===== config.mk =====
export PLATFORM = sky130hd
export DESIGN_NAME = pll_reset_sequencer
export DESIGN_NICKNAME = d
export VERILOG_FILES = /design/src/rtl/pll_reset_sequencer.sv
export SDC_FILE = /design/constraint.sdc
export NUM_CORES = 1
export LEC_CHECK = 0
export ABC_AREA = 1
export CORE_MARGIN = 5
export CORE_UTILIZATION = 25
export CTS_CLUSTER_SIZE = 10
export DETAILED_ROUTE_END_ITERATION = 7
export DONT_BUFFER_PORTS = 1
export PLACE_DENSITY = 0.46
export SLEW_MARGIN = 10
export SYNTH_ARGS = -nofsm -noshare
export SYNTH_HDL_FRONTEND = slang
export SYNTH_SLANG_ARGS = --single-unit

===== constraint.sdc =====
create_clock -name i_clk -period 1.9 [get_ports i_clk]
set_input_delay 0.38 -clock i_clk [delete_from_list [all_inputs] [get_ports i_clk]]
set_output_delay 0.38 -clock i_clk [all_outputs]
set_load 0.05 [all_outputs]

===== src/rtl/pll_reset_sequencer.sv =====
// PLL reset/lock sequencer: pulses the PLL reset, qualifies lock through a synchroniser
// and stability filter, then releases NUM_RST reset domains in a staggered order.
module pll_reset_sequencer #(
   parameter int NUM_RST        = 4,
   parameter int RST_CYCLES     = 10,
   parameter int STAGGER        = 4,
   parameter int LOCK_FILTER    = 16,
   parameter int PLL_RST_CYCLES = 8,
   parameter int SYNC_STAGES    = 2,
   parameter int AUTO_RELOCK    = 1,
   parameter int CNT_W          = 8
) (
   input  logic               i_clk,
   input  logic               i_rst,
   input  logic               i_locked,
   output logic               o_pll_rst,
   output logic [NUM_RST-1:0] o_rst,
   output logic               o_ready,
   output logic [CNT_W-1:0]   o_loss_cnt
);

   localparam int REL_MAX = STAGGER * (NUM_RST - 1);
   localparam int MAX_A   = (PLL_RST_CYCLES > LOCK_FILTER) ? PLL_RST_CYCLES : LOCK_FILTER;
   localparam int MAX_B   = (RST_CYCLES > REL_MAX) ? RST_CYCLES : REL_MAX;
   localparam int CNT_MAX = (MAX_A > MAX_B) ? MAX_A : MAX_B;
   localparam int CW      = $clog2(CNT_MAX + 1);

   localparam logic [CW-1:0] PLL_LAST  = CW'(PLL_RST_CYCLES);
   localparam logic [CW-1:0] FILT_LAST = CW'(LOCK_FILTER - 1);
   localparam logic [CW-1:0] HOLD_LAST = CW'(RST_CYCLES - 1);
   localparam logic [CW-1:0] REL_LAST  = CW'(REL_MAX);

   typedef enum logic [2:0] {
      ST_PLL_RST,
      ST_WAIT_LOCK,
      ST_FILTER,
      ST_HOLD,
      ST_RELEASE,
      ST_RUN
   } state_t;

   state_t             state_q, state_d;
   logic [CW-1:0]      cnt_q, cnt_d, cnt_inc;
   logic [SYNC_STAGES-1:0] sync_q, sync_d;
   logic               pll_rst_q, pll_rst_d;
   logic [NUM_RST-1:0] rst_q, rst_d;
   logic               ready_q, ready_d;
   logic [CNT_W-1:0]   loss_q, loss_d;
   logic               lock_s;
   logic               lost;

   assign sync_d = {sync_q[SYNC_STAGES-2:0], i_locked};
   assign lock_s = sync_q[SYNC_STAGES-1];

   assign o_pll_rst  = pll_rst_q;
   assign o_rst      = rst_q;
   assign o_ready    = ready_q;
   assign o_loss_cnt = loss_q;

   always_comb begin
      state_d   = state_q;
      cnt_inc   = cnt_q + 1'b1;
      cnt_d     = cnt_q;
      pll_rst_d = pll_rst_q;
      rst_d     = rst_q;
      ready_d   = ready_q;
      loss_d    = loss_q;
      lost      = 1'b0;

      unique case (state_q)
         // The reset-exit path starts the count at 0 and the loss path at 1, so both
         // give a pulse of exactly PLL_RST_CYCLES non-reset cycles.
         ST_PLL_RST: begin
            if (cnt_q == PLL_LAST) begin
               state_d   = ST_WAIT_LOCK;
               cnt_d     = '0;
               pll_rst_d = 1'b0;
            end else begin
               cnt_d = cnt_inc;
            end
         end
         ST_WAIT_LOCK: begin
            if (lock_s) begin
               state_d = ST_FILTER;
               cnt_d   = '0;
            end
         end
         ST_FILTER: begin
            if (!lock_s) begin
               state_d = ST_WAIT_LOCK;
               cnt_d   = '0;
            end else if (cnt_q == FILT_LAST) begin
               state_d = ST_HOLD;
               cnt_d   = '0;
            end else begin
               cnt_d = cnt_inc;
            end
         end
         ST_HOLD: begin
            if (!lock_s) begin
               lost = 1'b1;
            end else if (cnt_q == HOLD_LAST) begin
               cnt_d    = '0;
               rst_d[0] = 1'b0;
               if (NUM_RST == 1) begin
                  state_d = ST_RUN;
                  ready_d = 1'b1;
               end else begin
                  state_d = ST_RELEASE;
               end
            end else begin
               cnt_d = cnt_inc;
            end
         end
         ST_RELEASE: begin
            if (!lock_s) begin
               lost = 1'b1;
            end else begin
               cnt_d = cnt_inc;
               for (int k = 1; k < NUM_RST; k++) begin
                  if (cnt_inc == CW'(STAGGER * k)) rst_d[k] = 1'b0;
               end
               if (cnt_inc == REL_LAST) begin
                  state_d = ST_RUN;
                  ready_d = 1'b1;
               end
            end
         end
         ST_RUN: begin
            if (!lock_s) lost = 1'b1;
         end
         default: begin
            state_d   = ST_PLL_RST;
            cnt_d     = '0;
            pll_rst_d = 1'b1;
            rst_d     = '1;
            ready_d   = 1'b0;
         end
      endcase

      // Loss takes priority over any release step decided above in the same cycle.
      if (lost) begin
         rst_d   = '1;
         ready_d = 1'b0;
         if (state_q != ST_HOLD && loss_q != '1) loss_d = loss_q + 1'b1;
         if (AUTO_RELOCK != 0) begin
            state_d   = ST_PLL_RST;
            pll_rst_d = 1'b1;
            cnt_d     = CW'(1);
         end else begin
            state_d = ST_WAIT_LOCK;
            cnt_d   = '0;
         end
      end
   end

   always_ff @(posedge i_clk) begin
      if (i_rst) begin
         state_q   <= ST_PLL_RST;
         cnt_q     <= '0;
         sync_q    <= '0;
         pll_rst_q <= 1'b1;
         rst_q     <= '1;
         ready_q   <= 1'b0;
         loss_q    <= '0;
      end else begin
         state_q   <= state_d;
         cnt_q     <= cnt_d;
         sync_q    <= sync_d;
         pll_rst_q <= pll_rst_d;
         rst_q     <= rst_d;
         ready_q   <= ready_d;
         loss_q    <= loss_d;
      end
   end

endmodule


Word level (Yosys, flattened, before mapping)
Index checks and enable logic that the tools add are counted.
- flip-flop bits (word level): 24
- input port bits: 3
- output and inout bits: 14
- logic and storage cells: 92
- add/subtract/negate cells: 2
- eq/ne operators: 26
- multiplexer cells: 33
- bitwise logic cells: 4
- reduce and logical (&&, ||, !) cells: 16
- operators with widths (operator ; count):
    2-to-1 mux 5 bit ; 7
    case mux 5 bit (6 select lines) ; 1
    2-to-1 mux 3 bit ; 9
    equality test 5 x 4 -> 1 bit (second input constant) ; 5
    != test 2 bit (second input constant) ; 9
    case mux 3 bit (6 select lines) ; 1
    OR reduction 5 bit ; 3
    != test 3 bit (second input constant) ; 4
    AND reduction 3 bit ; 4
    2-to-1 mux 1 bit ; 11
    adder 8 x 1 -> 8 bit (second input constant) ; 1
    != test 8 bit (second input constant) ; 1
    AND reduction 4 bit ; 2
    AND reduction 8 bit ; 1
    equality test 3 x 2 -> 1 bit (second input constant) ; 2
    equality test 3 bit (second input constant) ; 2
    case mux 1 bit (2 select lines) ; 3
    case mux 3 bit (2 select lines) ; 1
    adder 5 x 1 -> 5 bit (second input constant) ; 1
    equality test 5 x 3 -> 1 bit (second input constant) ; 1
    inverter 1 bit ; 4
    AND reduction 2 bit ; 2
    equality test 3 x 1 -> 1 bit (second input constant) ; 1
    zero test 3 bit ; 1
    other kinds (4) ; 4

Logic depth before layout (Yosys ltp)
Gate-level depths: netlist of the first run.
- word-level depth: 5
- gate-level depth with buffers: 12
- gate-level depth less buffers: 12

Least setup slack after synthesis of the first run
Ideal clock, no wire load.
- path type: register -> register
- start point: register loss_q[0], in the netlist o_loss_cnt[0]
- end point: register loss_q[2], in the netlist o_loss_cnt[2]
- setup time: 0.117 ns
- data arrival time: 1.650 ns
- required time: 1.783 ns
- path slack: 0.133 ns
- cell stages (with the launch flop): 10
- buffers on the path: 1
- clock period less this slack: 1.767 ns
- cell sequence: dfxtp_1 ha_1 nand2_1 inv_1 nand4_1 nand2_1 nor2_4 buf_6 a21oi_1 nor2_1
- cells in the longest elaborated chain, start to end: 3
- elaborated cells on any way between the ends: 4
- those cells by class: add/sub: 1; eq/ne: 1; reduce/logical: 2
- ends and longest elaborated chain (element ; line ; source):
    start, declared ; 48 ; logic [CNT_W-1:0] loss_q, loss_d;
    start signal, assigned ; 173 ; loss_q <= loss_d;
    branches (longest 3 deep; another with adder 8 x 1 -> 8 bit) ; -- ;
Parallel ways; which one is timed is not known.
A chain may end at the register's enable or synchronous reset.

Worst setup path after layout of the first run
- start point: register cnt_q[0]
- end point: register state_q[2]
- cells in the longest elaborated chain, start to end: 4
- elaborated cells on any way between the ends: 10
- those cells by class: add/sub: 1; eq/ne: 8; reduce/logical: 1
- ends and longest elaborated chain (element ; line ; source):
    start, declared ; 43 ; logic [CW-1:0] cnt_q, cnt_d, cnt_inc;
    start signal, assigned ; 168 ; cnt_q <= cnt_d;
    adder 5 x 1 -> 5 bit ; 62 ; cnt_inc = cnt_q + 1'b1;
    equality test 5 x 4 -> 1 bit ; 123 ; if (cnt_inc == REL_LAST) begin
    != test 2 bit (no line) ; -- ;
    AND reduction 8 bit (no line) * ; -- ;
    end signal, assigned ; 167 ; state_q <= state_d;
    end, declared ; 42 ; state_t state_q, state_d;
Mark *: on every way between the ends. The rest lies on a longest branch, timed or not.

==> flow_metrics.env, run 1 <==
export IMPL_rsz0062_at_grt="no"
export IMPL_drv_cap=0
export IMPL_syn2layout_area_growth_pct=14.3
export IMPL_ys_flop_type="dfxtp_1"
export IMPL_cp_start_kind="register"
export IMPL_grt_overflow_total=0
export IMPL_portBuffers=0
export IMPL_worst_pin_slew_ns=0.525
export IMPL_cpPeakStageDelay_ns=0.33
export IMPL_synth_top_area_frac=0.331
export IMPL_p_per_area_mw_per_mm2=1210
export IMPL_num_rows=27
export IMPL_hp_class="in2reg"
export IMPL_finalSetupViolCount=0
export IMPL_cts_tree="yes"
export IMPL_skew_ns=0.00660
export IMPL_initial_utilization=0.260
export IMPL_drive_gt1_frac=0.139
export IMPL_dieArea_mm2=0.00743
export IMPL_route_vias_total=1333
export IMPL_syn_avg_cell_area_um2=6.66
export IMPL_hold_depth=1
export IMPL_dpl_hpwl_um=2600
export IMPL_viasPerCell=4.41
export IMPL_critPathMaxFanout=7
export IMPL_synth_warnings=0
export IMPL_drc=0
export IMPL_ctsHoldBuffers=0
export IMPL_crit_slowest_cell="dfxtp_1"
export IMPL_ir_worst_vdd_uv=343
export IMPL_worstSetupPathType="reg2reg"
export IMPL_min_period_ns=1.70
export IMPL_crit_arrival_ns=1.87
export IMPL_synth_area_leaders="dfxtp_1 33%, nand2_1 15%, inv_1 8.5%"
export IMPL_synthArstFlopShare=0
export IMPL_final_setup_tns_ns=0
export IMPL_synthTopCellsByCount="59 x nand2_1, 33 x inv_1, 25 x nor2_1, 24 x dfxtp_1, 17 x a21oi_1"
export IMPL_routed_wl_um=3280
export IMPL_drt_pass1_iter_count=4
export IMPL_p_leak_nw=0.790
export IMPL_die_width_um=86.2
export IMPL_yosysSeqAreaShare=0.331
export IMPL_io_pins=17
export IMPL_core_area_mm2=0.00557
export IMPL_crit_buf_inv=0
export IMPL_drt_iter0_markers=105
export IMPL_post_route_period_util=0.894
export IMPL_htreeDepth=1
export IMPL_reg2reg_depth=11
export IMPL_path_delay_family="simple AND/OR/NAND/NOR gates"
export IMPL_ys_seq_elements=24
export IMPL_syn_inst=218
export IMPL_ant_nets=0
export IMPL_synth_edf_count=0
export IMPL_cts_sinks=24
export IMPL_diodes=0
export IMPL_hold_viol=0
export IMPL_finalPower_mw=2.01
export IMPL_end_kind="register"
export IMPL_synth_most_common_cell="nand2_1"
export IMPL_cp_depth=11
export IMPL_synth_area_mm2=0.00145
export IMPL_grt_max_degree=14
export IMPL_synth_cell_types=24
export IMPL_fin_nets=241
export IMPL_grt_first_pass_wirelength_um=5660
export IMPL_numCtsBuffers=3
export IMPL_globalplace_congestion=0.806
export IMPL_cts_max_path_buffers=2
export IMPL_antenna_found_initial=0
export IMPL_insertion_delay_ns=0.27
export IMPL_grt_usage=0.0942
export IMPL_finalMaxSlewViolations=0
export IMPL_status="complete, no violations"
export IMPL_clk_pin_slew_ns=0.09
export IMPL_root_buffer="clkbuf_8"
export IMPL_timing_fmax_mhz=589
export IMPL_synth_top_area_cell="dfxtp_1"
export IMPL_path_cells="ha_1, nand2_1, nor2_1, ha_1, nand2_1, nor2_2, nand2_1, nand2_4, nand3_1, nor2_1, nor2_1"
export IMPL_grt_pass1_vias=1213
export IMPL_wire_per_inst_um=10.9
export IMPL_slew_headroom=0.650
export IMPL_syn_num_nets=228
export IMPL_worst_ep_required_time_ns=2.08
export IMPL_die_h_um=86.2
==> path summary, 6_finish.rpt <==
kind,start,to,slack [ns]
max,cnt_q[0],state_q[2],0.20
min,i_rst,o_loss_cnt[7],0.16
max reg2reg,cnt_q[0],state_q[2],0.20
min reg2reg,sync_q[0],sync_q[1],0.40
==> layout by cell type (no fill, tap or decap), types with 4 or more instances in the layout <==
master,count
a21oi_1,17
nand2_1,58
nand3_2,4
buf_4,10
dfxtp_1,24
inv_1,33
nand4_1,6
ha_1,7
clkbuf_8,4
nand3_1,16
nand2_2,4
nor2_1,24
==> power breakdown <==
part / leakage (nW) / internal [mW] / total, mW / switching [mW]
logic: 0.566 / 0.314 / 0.977 / 0.663
clock network: 0.0288 / 0.185 / 0.360 / 0.174
registers: 0.195 / 0.570 / 0.672 / 0.102
total: 0.790 / 1.07 / 2.01 / 0.940
==> through the flow <==
step	instance area, µm²	hold slack, ns	setup WS [ns]	std cells	util
floorplan	1450	0.388	0.133	218	-
global placement	1590	0.392	0.152	298	0.286
detailed placement	1590	0.392	0.100	298	0.286
CTS	1650	0.152	0.0810	302	0.296
global route	1660	0.142	0.0161	302	0.298
finish	1660	0.161	0.201	302	0.298
==> cell families (layout without fill, tap and decap cells) <==
| group | after synthesis | after routing | share of synthesized area |
|---|---|---|---|
| compound gates | 25 | 25 | 0.0931 |
| xor+xnor | 3 | 3 | 0.0181 |
| fa+ha+maj | 7 | 7 | 0.0603 |
| buf+inv | 38 | 50 | 0.112 |
| flops | 24 | 24 | 0.331 |
| simple gates | 121 | 121 | 0.385 |
==> metal layers <==
metal | share of wire | track usage
met5 | 0 | 0
met1 | 0.50 | 0.120
met4 | 0.0070 | 0.0212
met2 | 0.43 | 0.151
met3 | 0.066 | 0.0371
==> flip-flops by register name, indices dropped and copies added, names as in the netlist <==
register	flops
o_ready	1
o_loss_cnt	8
sync_q	2
cnt_q	5
o_rst	4
o_pll_rst	1
state_q	3
==> area by class of cell <==
type | instances | area [µm²]
Fill cell | 631 | 3920
Timing Repair Buffer | 10 | 75.1
Sequential cell | 24 | 480
Clock buffer | 4 | 55.1
Tap cell | 72 | 90.1
Inverter | 36 | 140
Multi-Input combinational cell | 156 | 818
==> timing repair <==
action,in CTS,in global routing
gates resized for setup,0,3
setup buffers,0,0
hold endpoints to repair,0,0
setup endpoints to repair,0,2
Note: power is estimated with default switching activity, not from simulation.
==> run 2: changes to the inputs <==
--- a/config.mk
+++ b/config.mk
@@ -6,12 +6,12 @@
 export NUM_CORES = 1
 export LEC_CHECK = 0
 export ABC_AREA = 1
-export CORE_MARGIN = 5
 export CORE_UTILIZATION = 25
 export CTS_CLUSTER_SIZE = 10
 export DETAILED_ROUTE_END_ITERATION = 7
 export DONT_BUFFER_PORTS = 1
 export PLACE_DENSITY = 0.46
+export SKIP_CTS_REPAIR_TIMING = 1
 export SLEW_MARGIN = 10
 export SYNTH_ARGS = -nofsm -noshare
 export SYNTH_HDL_FRONTEND = slang
==> run 2 against run 1 <==
Against the previous run: clock-buffer cell count fell by 1; critical path depth is 1 higher; wire length is 0.15% higher; power down 2.3%; first-iteration DRC count fell by 29%; critical endpoint unchanged.
==> flow_metrics.env, run 2 (synthesis results as in run 1) <==
export IMPL_cts_tree="yes"
export IMPL_grt_pass1_vias=1265
export IMPL_status="complete, no violations"
export IMPL_crit_slowest_cell="dfxtp_1"
export IMPL_finalSetupViolCount=0
export IMPL_drt_pass1_iter_count=4
export IMPL_viasPerCell=4.44
export IMPL_skew_ns=0.00622
export IMPL_cts_max_path_buffers=2
export IMPL_crit_start="cnt_q[0]"
export IMPL_hold_depth=1
export IMPL_portBuffers=0
export IMPL_p_per_area_mw_per_mm2=1200
export IMPL_rsz0062_at_grt="no"
export IMPL_hp_start="i_rst"
export IMPL_r2r_start="cnt_q[0]"
export IMPL_path_cells="ha_1, nand2_1, nor2_1, ha_1, nand2_1, nor2_1, nand2_1, nand2_2, nand3_1, nand2_1, nand2_1, nor2_1"
export IMPL_htreeDepth=1
export IMPL_post_route_period_util=0.906
export IMPL_min_period_ns=1.72
export IMPL_cts_sinks=24
export IMPL_slew_headroom=0.651
export IMPL_route_vias_total=1337
export IMPL_core_area_mm2=0.00554
export IMPL_worstSetupPathType="reg2reg"
export IMPL_die_h_um=78.2
export IMPL_hp_class="in2reg"
export IMPL_worst_ep_required_time_ns=2.12
export IMPL_clk_pin_slew_ns=0.09
export IMPL_grt_overflow_total=0
export IMPL_antenna_found_initial=0
export IMPL_dpl_hpwl_um=2540
export IMPL_timing_fmax_mhz=581
export IMPL_routed_wl_um=3290
export IMPL_syn2layout_area_growth_pct=12.8
export IMPL_globalplace_congestion=0.806
export IMPL_io_pins=17
export IMPL_initial_utilization=0.262
export IMPL_final_setup_tns_ns=0
export IMPL_layout_commonest_cell="nand2_1"
export IMPL_insertion_delay_ns=0.27
export IMPL_crit_arrival_ns=1.94
export IMPL_drc=0
export IMPL_end_kind="register"
export IMPL_r2r_end="state_q[2]"
export IMPL_grt_max_degree=13
export IMPL_grt_first_pass_wirelength_um=5720
export IMPL_finalPower_mw=1.96
export IMPL_reg2reg_depth=12
export IMPL_fin_nets=241
export IMPL_ff2ff_setup_slack_ns=0.18
export IMPL_drive_gt1_frac=0.131
export IMPL_ir_worst_vdd_uv=374
export IMPL_finalMaxSlewViolations=0
export IMPL_numCtsBuffers=3
export IMPL_cpPeakStageDelay_ns=0.32
export IMPL_critPathMaxFanout=7
export IMPL_holdPathEnd="o_loss_cnt[7]"
export IMPL_diodes=0
export IMPL_die_width_um=78.2
export IMPL_p_leak_nw=0.782
export IMPL_largest_reg_flops=8
export IMPL_drv_cap=0
export IMPL_final_cell_mix="58 x nand2_1, 33 x inv_1, 25 x nor2_1, 24 x dfxtp_1, 17 x a21oi_1"
export IMPL_path_common_cell="nand2_1"
export IMPL_cp_start_kind="register"
export IMPL_drt_iter0_markers=75
export IMPL_root_buffer="clkbuf_8"
export IMPL_wire_per_inst_um=10.9
export IMPL_grt_usage=0.119
export IMPL_hold_viol=0
export IMPL_ant_nets=0
export IMPL_dieArea_mm2=0.00611
export IMPL_worst_pin_slew_ns=0.523
export IMPL_num_rows=27
-- run 2: cell types whose count changed in the layout (fill, tap and decap cells not counted) --
cell	previous run	this run
clkbuf_8	4	3
nand2_2	4	5
nand2_4	2	1
nor2_1	24	25
nor2_2	1	0
-- run 2: worst max path at each step --
stage / to / slack (ns) / cells past startpoint
after global placement: state_q[2] / 0.16 / 11
after CTS: state_q[2] / 0.1 / 12
final: state_q[2] / 0.18 / 12
after floorplan: o_loss_cnt[2] / 0.13 / 9
after detailed placement: state_q[2] / 0.12 / 12
after global routing: state_q[2] / 0.009 / 12
-- run 2: stage by stage --
step	setup WS, ns	hold WS [ns]	utilization	instance area [µm²]	instances
after floorplan	0.133	0.388	-	1450	218
after global placement	0.155	0.394	0.288	1590	298
after detailed placement	0.121	0.402	0.288	1590	298
after CTS	0.0956	0.147	0.295	1640	301
after global routing	0.00914	0.143	0.296	1640	301
final	0.179	0.159	0.296	1640	301
-- run 2: power breakdown --
part / leakage, nW / internal, mW / switching [mW]
clock: 0.0216 / 0.142 / 0.173
combinational: 0.565 / 0.312 / 0.669
sequential: 0.195 / 0.570 / 0.0953
total: 0.782 / 1.02 / 0.938
-- run 2: critical path: cells and delay by family (launching register included) --
family | cells | cell delay (ns)
fa+ha+maj | 2 | 0.51
simple gates | 10 | 0.84
flops | 1 | 0.32
-- run 2: cell type report --
class | count | area [µm²]
clock buffer | 3 | 41.3
timing repair buffer | 10 | 75.1
fill | 628 | 3900
multi-input combinational | 156 | 811
inverter | 36 | 140
sequential | 24 | 480
tap | 72 | 90.1
-- run 2: layer usage --
metal / global-route usage / vias up / part of all wire
met5: 0 / - / 0
met4: 0.0333 / 0 / 0.0070
met3: 0.0384 / 2 / 0.050
met2: 0.191 / 26 / 0.43
met1: 0.151 / 598 / 0.51
li1: - / 711 / -
==> run 3: changes to the inputs <==
--- a/config.mk
+++ b/config.mk
@@ -10,6 +10,7 @@
 export CTS_CLUSTER_SIZE = 10
 export DETAILED_ROUTE_END_ITERATION = 7
 export DONT_BUFFER_PORTS = 1
+export MAX_ROUTING_LAYER = met4
 export PLACE_DENSITY = 0.46
 export SKIP_CTS_REPAIR_TIMING = 1
 export SLEW_MARGIN = 10
==> run 3 against run 2 <==
Against the previous run: clock-buffer cell count did not move; die area unchanged; largest power group unchanged; critical path type unchanged; maximum frequency unchanged; sequential power hardly changed; critical endpoint unchanged; wire length hardly changed; first-iteration DRC count unchanged; final cell count unchanged; setup slack unchanged; utilization did not move.
==> flow_metrics.env, run 3 (synthesis results as in run 1) <==
export IMPL_drive_gt1_frac=0.131
export IMPL_crit_start="cnt_q[0]"
export IMPL_p_comb_frac=0.500
export IMPL_portBuffers=0
export IMPL_core_area_mm2=0.00554
export IMPL_dpl_instance_area_mm2=0.00159
export IMPL_grt_usage=0.122
export IMPL_final_cell_mix="58 x nand2_1, 33 x inv_1, 25 x nor2_1, 24 x dfxtp_1, 17 x a21oi_1"
export IMPL_worst_pin_slew_ns=0.523
export IMPL_p_sw_uw=939
export IMPL_drt_iter0_markers=75
export IMPL_r2r_end="state_q[2]"
export IMPL_finalSetupViolCount=0
export IMPL_syn2layout_area_growth_pct=12.8
export IMPL_internal_power_mw=1.02
export IMPL_ff2ff_setup_slack_ns=0.18
export IMPL_post_route_period_util=0.906
export IMPL_grt_max_degree=13
export IMPL_status="complete, no violations"
export IMPL_drc=0
export IMPL_largest_reg_flops=8
export IMPL_skew_ns=0.00618
export IMPL_die_width_um=78.2
export IMPL_insertion_delay_ns=0.27
export IMPL_root_buffer="clkbuf_8"
export IMPL_path_cells="ha_1, nand2_1, nor2_1, ha_1, nand2_1, nor2_1, nand2_1, nand2_2, nand3_1, nand2_1, nand2_1, nor2_1"
export IMPL_cts_max_path_buffers=2
export IMPL_ant_nets=0
export IMPL_diodes=0
export IMPL_timing_fmax_mhz=581
export IMPL_clk_pin_slew_ns=0.09
export IMPL_slew_headroom=0.651
export IMPL_grt_first_pass_wirelength_um=5720
export IMPL_reg2reg_depth=12
export IMPL_p_per_area_mw_per_mm2=1200
export IMPL_crit_buf_inv=0
export IMPL_cts_tree="yes"
export IMPL_fin_nets=241
export IMPL_initial_utilization=0.262
export IMPL_grt_overflow_total=0
export IMPL_finalPower_mw=1.96
export IMPL_globalplace_congestion=0.818
export IMPL_end_kind="register"
export IMPL_die_h_um=78.2
export IMPL_htreeDepth=1
export IMPL_clockPowerShare=0.161
export IMPL_p_leak_nw=0.782
export IMPL_fin_area_mm2=0.00164
export IMPL_dieArea_mm2=0.00611
export IMPL_path_common_cell="nand2_1"
export IMPL_hp_class="in2reg"
export IMPL_rsz0062_at_grt="no"
export IMPL_final_setup_tns_ns=0
export IMPL_worstSetupPathType="reg2reg"
export IMPL_hold_viol=0
export IMPL_routed_wl_um=3290
export IMPL_seqPwrFrac=0.339
export IMPL_min_period_ns=1.72
export IMPL_path_delay_family="simple AND/OR/NAND/NOR gates"
export IMPL_drt_pass1_iter_count=4
export IMPL_crit_slowest_cell="dfxtp_1"
export IMPL_r2r_start="cnt_q[0]"
export IMPL_cts_sinks=24
export IMPL_num_rows=27
export IMPL_p_sw_frac=0.478
export IMPL_critPathMaxFanout=7
export IMPL_viasPerCell=4.45
export IMPL_cp_start_kind="register"
export IMPL_worst_ep_required_time_ns=2.12
export IMPL_wire_per_inst_um=10.9
export IMPL_cp_depth=12
export IMPL_finalMaxSlewViolations=0
export IMPL_numCtsBuffers=3
export IMPL_endpoint="state_q[2]"
export IMPL_layout_commonest_cell="nand2_1"
export IMPL_io_pins=17
export IMPL_ir_worst_vdd_uv=374
export IMPL_antenna_found_initial=0
export IMPL_crit_arrival_ns=1.94
export IMPL_grt_pass1_vias=1264
export IMPL_cpPeakStageDelay_ns=0.32
export IMPL_drv_cap=0
export IMPL_dpl_hpwl_um=2540
export IMPL_route_vias_total=1338
==> run 3: cell counts in the layout (fill, tap and decap cells not counted) <==
No cell type changed its count.
==> run 3: final cells by class <==
cell class,instances,area (µm²)
repair buffers,10,75.1
multi-input cells,156,811
well taps,72,90.1
clock buffers,3,41.3
flip-flops and latches,24,480
inverters,36,140
fillers,628,3900
==> run 3: how the worst min path moves through the flow <==
stage	slack (ns)	depth (start not counted)	start	to
floorplan	0.39	2	sync_q[0]	sync_q[1]
detailed placement	0.40	2	sync_q[0]	sync_q[1]
CTS	0.15	1	i_rst	o_loss_cnt[7]
global placement	0.39	2	sync_q[0]	sync_q[1]
finish	0.16	1	i_rst	o_loss_cnt[7]
global route	0.14	1	i_rst	o_loss_cnt[7]
==> run 3: through the flow <==
stage	util	std cells	worst slack [ns]	hold slack [ns]
after floorplan	-	218	0.133	0.388
after global placement	0.288	298	0.155	0.394
after detailed placement	0.288	298	0.121	0.402
after CTS	0.295	301	0.0956	0.147
after global routing	0.296	301	0.00914	0.143
final	0.296	301	0.179	0.159
==> run 3: power by group through the flow <==
stage               combinational (mW)  clock [mW]  sequential, mW
floorplan                        0.753           0           0.710
global placement                 0.989           0           0.676
detailed placement               0.980           0           0.677
CTS                              0.984       0.330           0.664
global route                      1.14       0.349           0.678
finish                           0.982       0.316           0.665
==> run 3: per-layer routing <==
| metal | global-route usage | part of all wire | vias up |
|---|---|---|---|
| li1 | - | - | 711 |
| met5 | - | 0 | - |
| met2 | 0.191 | 0.43 | 26 |
| met3 | 0.0372 | 0.048 | 2 |
| met1 | 0.152 | 0.51 | 599 |
| met4 | 0.0333 | 0.0070 | 0 |
